## src/rtl/cci_mpf_csr_event_counters_pkg.sv

```systemverilog
// Shared definitions for the MPF CSR event counters: event count, vector type and bit mapping.
// Latency: none (definitions only); backpressure: n/a.
package cci_mpf_csrs_pkg;

  localparam int CCI_MPF_NUM_EVENTS = 11;

  typedef logic [CCI_MPF_NUM_EVENTS-1:0] t_cci_mpf_event_vec;

  localparam int VTP_4KB_HIT      = 0;
  localparam int VTP_4KB_MISS     = 1;
  localparam int VTP_2MB_HIT      = 2;
  localparam int VTP_2MB_MISS     = 3;
  localparam int VTP_PT_WALK_BUSY = 4;
  localparam int VTP_FAILED_XLATE = 5;
  localparam int VC_MAP_CHANGED   = 6;
  localparam int WRO_RR           = 7;
  localparam int WRO_RW           = 8;
  localparam int WRO_WR           = 9;
  localparam int WRO_WW           = 10;

  localparam int RD_DATA_W  = 64;
  localparam int RD_IDX_W   = 4;
  localparam int SAT_BIT    = 63;

endpackage

```

## src/rtl/cci_mpf_csr_event_counters_if.sv

```systemverilog
// Event wires from the MPF shims plus the CSR clear/freeze/read channel.
// Latency: none (wiring only); backpressure: none, reads are accepted every cycle.
interface cci_mpf_csr_event_counters_if;
  import cci_mpf_csrs_pkg::*;

  logic vtp_4kb_hit;
  logic vtp_4kb_miss;
  logic vtp_2mb_hit;
  logic vtp_2mb_miss;
  logic vtp_pt_walk_busy;
  logic vtp_failed_xlate;
  logic vc_map_changed;
  logic wro_rr;
  logic wro_rw;
  logic wro_wr;
  logic wro_ww;

  logic                  freeze;
  logic                  clr_en;
  t_cci_mpf_event_vec    clr_mask;
  logic                  rd_en;
  logic [RD_IDX_W-1:0]   rd_idx;
  logic                  rd_valid;
  logic [RD_DATA_W-1:0]  rd_data;
  t_cci_mpf_event_vec    sat_status;

  // Driven by the shims / CSR manager.
  modport master (
    output vtp_4kb_hit, vtp_4kb_miss, vtp_2mb_hit, vtp_2mb_miss,
           vtp_pt_walk_busy, vtp_failed_xlate, vc_map_changed,
           wro_rr, wro_rw, wro_wr, wro_ww,
           freeze, clr_en, clr_mask, rd_en, rd_idx,
    input  rd_valid, rd_data, sat_status
  );

  // Implemented by the counter block.
  modport slave (
    input  vtp_4kb_hit, vtp_4kb_miss, vtp_2mb_hit, vtp_2mb_miss,
           vtp_pt_walk_busy, vtp_failed_xlate, vc_map_changed,
           wro_rr, wro_rw, wro_wr, wro_ww,
           freeze, clr_en, clr_mask, rd_en, rd_idx,
    output rd_valid, rd_data, sat_status
  );

endinterface

```

## src/rtl/cci_mpf_sat_counter.sv

```systemverilog
// One saturating event counter with a sticky saturated flag; clear beats hold beats increment.
// Latency: count/sat update on the edge after inc/clr; backpressure: none.
module cci_mpf_sat_counter #(
  parameter int COUNTER_WIDTH = 48
) (
  input  logic                     clk,
  input  logic                     reset_n,
  input  logic                     inc,
  input  logic                     clr,
  input  logic                     hold,
  output logic [COUNTER_WIDTH-1:0] count,
  output logic                     sat
);

  logic [COUNTER_WIDTH-1:0] count_q, count_d;
  logic                     sat_q, sat_d;

  always_comb begin
    count_d = count_q;
    sat_d   = sat_q;
    if (clr) begin
      // A same-cycle increment is dropped, not carried into the fresh count.
      count_d = '0;
      sat_d   = 1'b0;
    end else if (hold) begin
      count_d = count_q;
    end else if (inc) begin
      if (&count_q) begin
        sat_d = 1'b1;
      end else begin
        count_d = count_q + 1'b1;
      end
    end
  end

  always_ff @(posedge clk) begin
    if (!reset_n) begin
      count_q <= '0;
      sat_q   <= 1'b0;
    end else begin
      count_q <= count_d;
      sat_q   <= sat_d;
    end
  end

  assign count = count_q;
  assign sat   = sat_q;

endmodule

```

## src/rtl/cci_mpf_csr_event_counters.sv

```systemverilog
// Stages MPF event pulses, accumulates them in saturating counters and serves indexed CSR reads.
// Latency: event to counter 2 edges, read request to response 1 cycle; backpressure: none.
module cci_mpf_csr_event_counters
  import cci_mpf_csrs_pkg::*;
#(
  parameter int NUM_EVENTS    = CCI_MPF_NUM_EVENTS,
  parameter int COUNTER_WIDTH = 48
) (
  input  logic                          clk,
  input  logic                          reset_n,
  cci_mpf_csr_event_counters_if.slave   csr
);

  t_cci_mpf_event_vec        evt_in;
  t_cci_mpf_event_vec        evt_q;
  t_cci_mpf_event_vec        sat_vec;
  logic [COUNTER_WIDTH-1:0]  cnt [NUM_EVENTS];

  logic                      rd_valid_q;
  logic [RD_DATA_W-1:0]      rd_data_q, rd_data_d;

  always_comb begin
    evt_in                   = '0;
    evt_in[VTP_4KB_HIT]      = csr.vtp_4kb_hit;
    evt_in[VTP_4KB_MISS]     = csr.vtp_4kb_miss;
    evt_in[VTP_2MB_HIT]      = csr.vtp_2mb_hit;
    evt_in[VTP_2MB_MISS]     = csr.vtp_2mb_miss;
    evt_in[VTP_PT_WALK_BUSY] = csr.vtp_pt_walk_busy;
    evt_in[VTP_FAILED_XLATE] = csr.vtp_failed_xlate;
    evt_in[VC_MAP_CHANGED]   = csr.vc_map_changed;
    evt_in[WRO_RR]           = csr.wro_rr;
    evt_in[WRO_RW]           = csr.wro_rw;
    evt_in[WRO_WR]           = csr.wro_wr;
    evt_in[WRO_WW]           = csr.wro_ww;
  end

  always_ff @(posedge clk) begin
    if (!reset_n) begin
      evt_q <= '0;
    end else begin
      evt_q <= evt_in;
    end
  end

  for (genvar g = 0; g < NUM_EVENTS; g++) begin : g_ctr
    cci_mpf_sat_counter #(
      .COUNTER_WIDTH (COUNTER_WIDTH)
    ) u_ctr (
      .clk     (clk),
      .reset_n (reset_n),
      .inc     (evt_q[g]),
      .clr     (csr.clr_en & csr.clr_mask[g]),
      .hold    (csr.freeze),
      .count   (cnt[g]),
      .sat     (sat_vec[g])
    );
  end

  // Read word is built from pre-edge counter state, so a same-cycle clear returns the old value.
  always_comb begin
    rd_data_d = rd_data_q;
    if (csr.rd_en) begin
      rd_data_d = '0;
      if (csr.rd_idx < RD_IDX_W'(NUM_EVENTS)) begin
        rd_data_d[COUNTER_WIDTH-1:0] = cnt[csr.rd_idx];
        rd_data_d[SAT_BIT]           = sat_vec[csr.rd_idx];
      end
    end
  end

  always_ff @(posedge clk) begin
    if (!reset_n) begin
      rd_valid_q <= 1'b0;
      rd_data_q  <= '0;
    end else begin
      rd_valid_q <= csr.rd_en;
      rd_data_q  <= rd_data_d;
    end
  end

  // A response due in the cycle reset asserts is suppressed rather than delivered.
  assign csr.rd_valid   = rd_valid_q & reset_n;
  assign csr.rd_data    = rd_data_q;
  assign csr.sat_status = sat_vec;

endmodule
```

## src/flat_wrapper.sv

```systemverilog
// flat-port wrapper written by rule: the top's interface ports become plain ports
module cci_mpf_csr_event_counters_flat import cci_mpf_csrs_pkg::*;
#(
  parameter int NUM_EVENTS    = CCI_MPF_NUM_EVENTS,
  parameter int COUNTER_WIDTH = 48
)
  (clk, reset_n, csr_vtp_4kb_hit, csr_vtp_4kb_miss, csr_vtp_2mb_hit, csr_vtp_2mb_miss, csr_vtp_pt_walk_busy, csr_vtp_failed_xlate, csr_vc_map_changed, csr_wro_rr, csr_wro_rw, csr_wro_wr, csr_wro_ww, csr_freeze, csr_clr_en, csr_clr_mask, csr_rd_en, csr_rd_idx, csr_rd_valid, csr_rd_data, csr_sat_status);
  cci_mpf_csr_event_counters_if csr_i ();
  input  logic clk;
  input  logic reset_n;
  input wire logic [$bits(csr_i.vtp_4kb_hit)-1:0] csr_vtp_4kb_hit;
  input wire logic [$bits(csr_i.vtp_4kb_miss)-1:0] csr_vtp_4kb_miss;
  input wire logic [$bits(csr_i.vtp_2mb_hit)-1:0] csr_vtp_2mb_hit;
  input wire logic [$bits(csr_i.vtp_2mb_miss)-1:0] csr_vtp_2mb_miss;
  input wire logic [$bits(csr_i.vtp_pt_walk_busy)-1:0] csr_vtp_pt_walk_busy;
  input wire logic [$bits(csr_i.vtp_failed_xlate)-1:0] csr_vtp_failed_xlate;
  input wire logic [$bits(csr_i.vc_map_changed)-1:0] csr_vc_map_changed;
  input wire logic [$bits(csr_i.wro_rr)-1:0] csr_wro_rr;
  input wire logic [$bits(csr_i.wro_rw)-1:0] csr_wro_rw;
  input wire logic [$bits(csr_i.wro_wr)-1:0] csr_wro_wr;
  input wire logic [$bits(csr_i.wro_ww)-1:0] csr_wro_ww;
  input wire logic [$bits(csr_i.freeze)-1:0] csr_freeze;
  input wire logic [$bits(csr_i.clr_en)-1:0] csr_clr_en;
  input wire logic [$bits(csr_i.clr_mask)-1:0] csr_clr_mask;
  input wire logic [$bits(csr_i.rd_en)-1:0] csr_rd_en;
  input wire logic [$bits(csr_i.rd_idx)-1:0] csr_rd_idx;
  output wire logic [$bits(csr_i.rd_valid)-1:0] csr_rd_valid;
  output wire logic [$bits(csr_i.rd_data)-1:0] csr_rd_data;
  output wire logic [$bits(csr_i.sat_status)-1:0] csr_sat_status;
  assign csr_i.vtp_4kb_hit = csr_vtp_4kb_hit;
  assign csr_i.vtp_4kb_miss = csr_vtp_4kb_miss;
  assign csr_i.vtp_2mb_hit = csr_vtp_2mb_hit;
  assign csr_i.vtp_2mb_miss = csr_vtp_2mb_miss;
  assign csr_i.vtp_pt_walk_busy = csr_vtp_pt_walk_busy;
  assign csr_i.vtp_failed_xlate = csr_vtp_failed_xlate;
  assign csr_i.vc_map_changed = csr_vc_map_changed;
  assign csr_i.wro_rr = csr_wro_rr;
  assign csr_i.wro_rw = csr_wro_rw;
  assign csr_i.wro_wr = csr_wro_wr;
  assign csr_i.wro_ww = csr_wro_ww;
  assign csr_i.freeze = csr_freeze;
  assign csr_i.clr_en = csr_clr_en;
  assign csr_i.clr_mask = csr_clr_mask;
  assign csr_i.rd_en = csr_rd_en;
  assign csr_i.rd_idx = csr_rd_idx;
  assign csr_rd_valid = csr_i.rd_valid;
  assign csr_rd_data = csr_i.rd_data;
  assign csr_sat_status = csr_i.sat_status;
  cci_mpf_csr_event_counters #(.NUM_EVENTS(NUM_EVENTS), .COUNTER_WIDTH(COUNTER_WIDTH)) u_core (.clk(clk), .reset_n(reset_n), .csr(csr_i));
endmodule
```

## config.mk

```make
export PLATFORM = sky130hd
export DESIGN_NAME = cci_mpf_csr_event_counters_flat
export DESIGN_NICKNAME = d
export VERILOG_FILES = /design/src/rtl/cci_mpf_csr_event_counters_pkg.sv /design/src/rtl/cci_mpf_csr_event_counters_if.sv /design/src/rtl/cci_mpf_sat_counter.sv /design/src/rtl/cci_mpf_csr_event_counters.sv /design/src/flat_wrapper.sv
export SDC_FILE = /design/constraint.sdc
export NUM_CORES = 2
export LEC_CHECK = 0
export ABC_AREA = 1
export BUFFER_PORTS_ARGS = -buffer_cell sky130_fd_sc_hd__buf_2
export CAP_MARGIN = 5
export CORE_MARGIN = 2
export CORE_UTILIZATION = 29
export CTS_CLUSTER_SIZE = 20
export DETAILED_ROUTE_END_ITERATION = 6
export SYNTH_ARGS = -nofsm -noshare
export SYNTH_HDL_FRONTEND = slang
export SYNTH_HIERARCHICAL = 1
export SYNTH_SLANG_ARGS = --single-unit
```

## constraint.sdc

```tcl
create_clock -name clk -period 1.8 [get_ports clk]
set_clock_uncertainty 0.15 [all_clocks]
set_input_delay 0.09 -clock clk [delete_from_list [all_inputs] [get_ports clk]]
set_output_delay 0.09 -clock clk [all_outputs]
set_load 0.02 [all_outputs]
```

==> summary.txt <==
Run
  • MaxCap Viol Count: 0

Die
  • Starting Density: 0.2922
  • DIE WIDTH: roughly 390 um
  • Area of the core: 150000 um^2
  • I/O pins: approximately 110
  • Die area: 154200 um^2
  • Die H: a little under 400 um
  • Site row count: 142

Timing
  • Least-Margin Pin Slew: 0.7276 ns
  • Final Critical Period: approximately 1.9 ns
  • TNS Setup: -13.39 ns
  • Hold Slack: -0.001090 ns
  • Unrepaired setup endpoints after global routing: true
  • Finish-stage setup viols: 339
  • Final Max Tran Viols: 0
  • Final hold viol count: 1
  • Final worst path period share: 1.059
  • Max Clock Freq: 524.6 MHz
  • Worst rel slew slack: 0.5149
  • Post-route worst setup slack: -0.1064 ns

Placement
  • Input/output buffers: between 90 and 100
  • DP Worst Slack: -0.2983 ns
  • GPL Wtd Cong: 1.031
  • Hpwl dp: 151200 um
  • Placed Area: 54400 um^2

Drt
  • First-pass detailed-route iteration total: 6
  • Via-to-Cell Ratio: 5.004
  • DR vias: 54920
  • Routed Antenna Nets: 0
  • DRT iter0 DRCs: 4736
  • Remaining DRCs: 0
  • Routed WL: ~210000 um
  • WL/cell: roughly 19 um

Global route
  • Total gr overflow: 0
  • Vias in the first global route: 49170
  • GR Util All Layers: 0.2431
  • Initial antenna violation count: 4
  • Largest net degree at the start of global routing: 63
  • First-pass GRT wire length: 289500 um

CTS
  • Clk_lat worst skew: 0.72 ns
  • Num CTS Buffers: 80
  • Htree depth: 3
  • TritonCTS clock tree: built
  • Clock Path Buffers: 3
  • Clock root buffer: clkbuf_16
  • Total clock sinks: 600
  • Clock transition at path regs: around 0.060 ns

Hold path
  • Hold Startpoint: csr_clr_en
  • Hold Crit Class: in -> reg
  • Hold path cells: 8
  • WHS Endpoint: u_core/g_ctr[0].u_ctr/count[1]

Power and ir drop
  • Worst VDD drop: 0.0007694 V
  • Sw power: 10.19 mW
  • Sw Share: 0.2850
  • Total power: about 36 mW
  • Pwr dens: 531.0 nW/um^2
  • Int Power: 25.56 mW
  • Comb pwr share: 0.132
  • Clock share of power: 0.492
  • Reg power frac: 0.376
  • Pleak: 27.44 nW

Finish
  • Finished Cell Area: between 60000 and 70000 um^2
  • ANT cells: 0
  • Commonest non-fill, non-tap cell in the layout: nand2_1
  • Highest-count cells in the layout ignoring fill and taps: nand2_1 (2528), buf_4 (1081), nor2_1 (951)
  • Layout cells sized above 1: 0.3618
  • Area Overhead vs Synth: 53.67%
  • Nets@finish: 8936
  • Fill count: 15400

Worst setup path
  • Arr. time, crit path: 2.34 ns
  • Worst r2r src: u_core/g_ctr[7].u_ctr/count[0]
  • RR Endpoint: u_core/g_ctr[7].u_ctr/count[41]
  • CP Launch Type: flop
  • Critical-path cell list: ha_4 -> inv_2 -> nor2_4 -> nand2_2 -> nor2_4 -> nand2_4 -> nand2_8 -> nand2_8 -> buf_12 -> a21oi_1 -> nor2_1
  • Crit path max fanout: 7
  • Setup CP Type: reg -> reg
  • Flop-to-flop setup slack: -0.11 ns
  • CP Capture Type: flop
  • Largest stage delay, worst path: 0.35 ns
  • CP max-delay cell: dfxtp_2
  • Worst r2r path cells: 11
  • CP required: 2.23 ns

Logic synthesis
  • Seq cells post-synth: 600
  • Post-synth top area share: 0.2742
  • Yosys synthesis warning count: 6
  • Mapped Avg Cell Area: roughly 5.7 um^2
  • Asr flop ratio synth: 0
  • Post-Syn Area: 43810 um^2
  • Unique masters post-synth: 34
  • Synth Instances: 7641
  • Post-synth EDFFs: 0
  • Synth area leader: dfxtp_1
  • Largest cells by area after synthesis: dfxtp_1 (27%), nand2_1 (25%), nor2_1 (11%)
  • Top FF cell, synth: dfxtp_1
  • Seq/Total Area, Yosys: 0.2742

Status
  • Status: finished with violations
  • Failing checks: negative hold slack, negative setup slack
[worst max-delay path: cells and delay by family, from the launching register on]
family	cells	cell delay, ns
DFF	1	0.35
and+or+nand+nor	7	0.76
buffers and inverters	2	0.21
AOI/OAI and AO/OA	1	0.14
adders and majority gates	1	0.16
[cells in the mapped netlist, types with 11 or more instances]
library cell,count
a21oi_1,545
and2_1,23
buf_2,100
buf_4,56
buf_6,44
clkbuf_1,73
dfxtp_1,600
ha_1,11
inv_1,635
inv_2,13
nand2_1,2946
nand2_2,44
nand2_4,13
nand3_1,459
nand3_2,113
nand3b_1,174
nand4_1,15
nor2_1,1329
nor2_2,33
nor2_4,55
o211ai_1,41
o21ai_0,56
o21ai_1,63
xnor2_1,55
xor2_1,110
[metal layers]
layer | GRT usage | routed length [um] | vias to the layer above
met3 | 0.04636 | 16600 | 418
met1 | 0.3300 | 90000 | 26090
met5 | 0 | 31 | -
met2 | 0.3850 | 93940 | 2056
met4 | 0.07823 | 7997 | 4
li1 | - | - | 26350
[registers in the layout, summed over array words and instances (netlist names)]
name                      flops
u_core/g_ctr.u_ctr/sat       11
u_core/g_ctr.u_ctr/count    528
u_core/evt_q                 11
u_core/csr.rd_data           49
u_core/rd_valid_q             1
[per-stage QoR]
step           instances  utilization
6_report           10970       0.4490
3_5_place_dp       10580       0.3628
4_1_cts            10820       0.3953
3_3_place_gp       10580       0.3628
2_1_floorplan       7655            -
5_1_grt            10970       0.4490
[cell families after synthesis]
group / synth area share
fa+ha+maj: 0.003141
simple gates: 0.5098
flops: 0.2742
xor+xnor: 0.03299
compound gates: 0.08308
other cells: 0.00008560
buf+inv: 0.09670
[what timing repair did]
item | in CTS | in global routing
setup endpoints to repair | 457 | 544
hold buffers | 48 | 0
pin swaps | 43 | 435
buffers inserted | 27 | 74
gates cloned | 17 | 84
hold endpoints to repair | 531 | 0
gates resized for setup | 323 | 1614
[power groups by stage]
| stage | clock, mW | combinational (mW) | sequential [mW] |
|---|---|---|---|
| 3_3_place_gp | 0 | 3.26 | 13.8 |
| 5_1_grt | 18.4 | 4.93 | 13.4 |
| 2_1_floorplan | 0 | 1.81 | 13.8 |
| 3_5_place_dp | 0 | 3.28 | 13.8 |
| 6_report | 17.6 | 4.73 | 13.4 |
| 4_1_cts | 17.9 | 3.62 | 13.5 |
[how the worst max path moves through the flow]
stage,from,end,slack (ns),cells past startpoint
after global placement,csr_rd_idx[0],u_core/csr.rd_data[30],-0.25,9
after detailed placement,csr_rd_idx[0],u_core/csr.rd_data[30],-0.30,9
after floorplan,u_core/g_ctr[9].u_ctr/count[0],u_core/g_ctr[9].u_ctr/count[39],0.004,11
final,u_core/g_ctr[7].u_ctr/count[0],u_core/g_ctr[7].u_ctr/count[41],-0.11,11
after CTS,u_core/g_ctr[6].u_ctr/count[1],u_core/g_ctr[6].u_ctr/count[30],-0.06,12
after global routing,u_core/g_ctr[6].u_ctr/count[35],u_core/g_ctr[6].u_ctr/count[14],-0.20,11
[final cells by class]
type / instances / area [um^2] / area share
multi-input cells: 6119 / 33720 / 0.5008
flip-flops and latches: 600 / 12330 / 0.1832
repair buffers: 1433 / 13390 / 0.1989
well taps: 2016 / 2522 / 0.03747
clock buffers: 112 / 2335 / 0.03468
inverters: 660 / 2499 / 0.03711
clock inverters: 34 / 528.0 / 0.007843
Power figures use the tool's default switching activity.
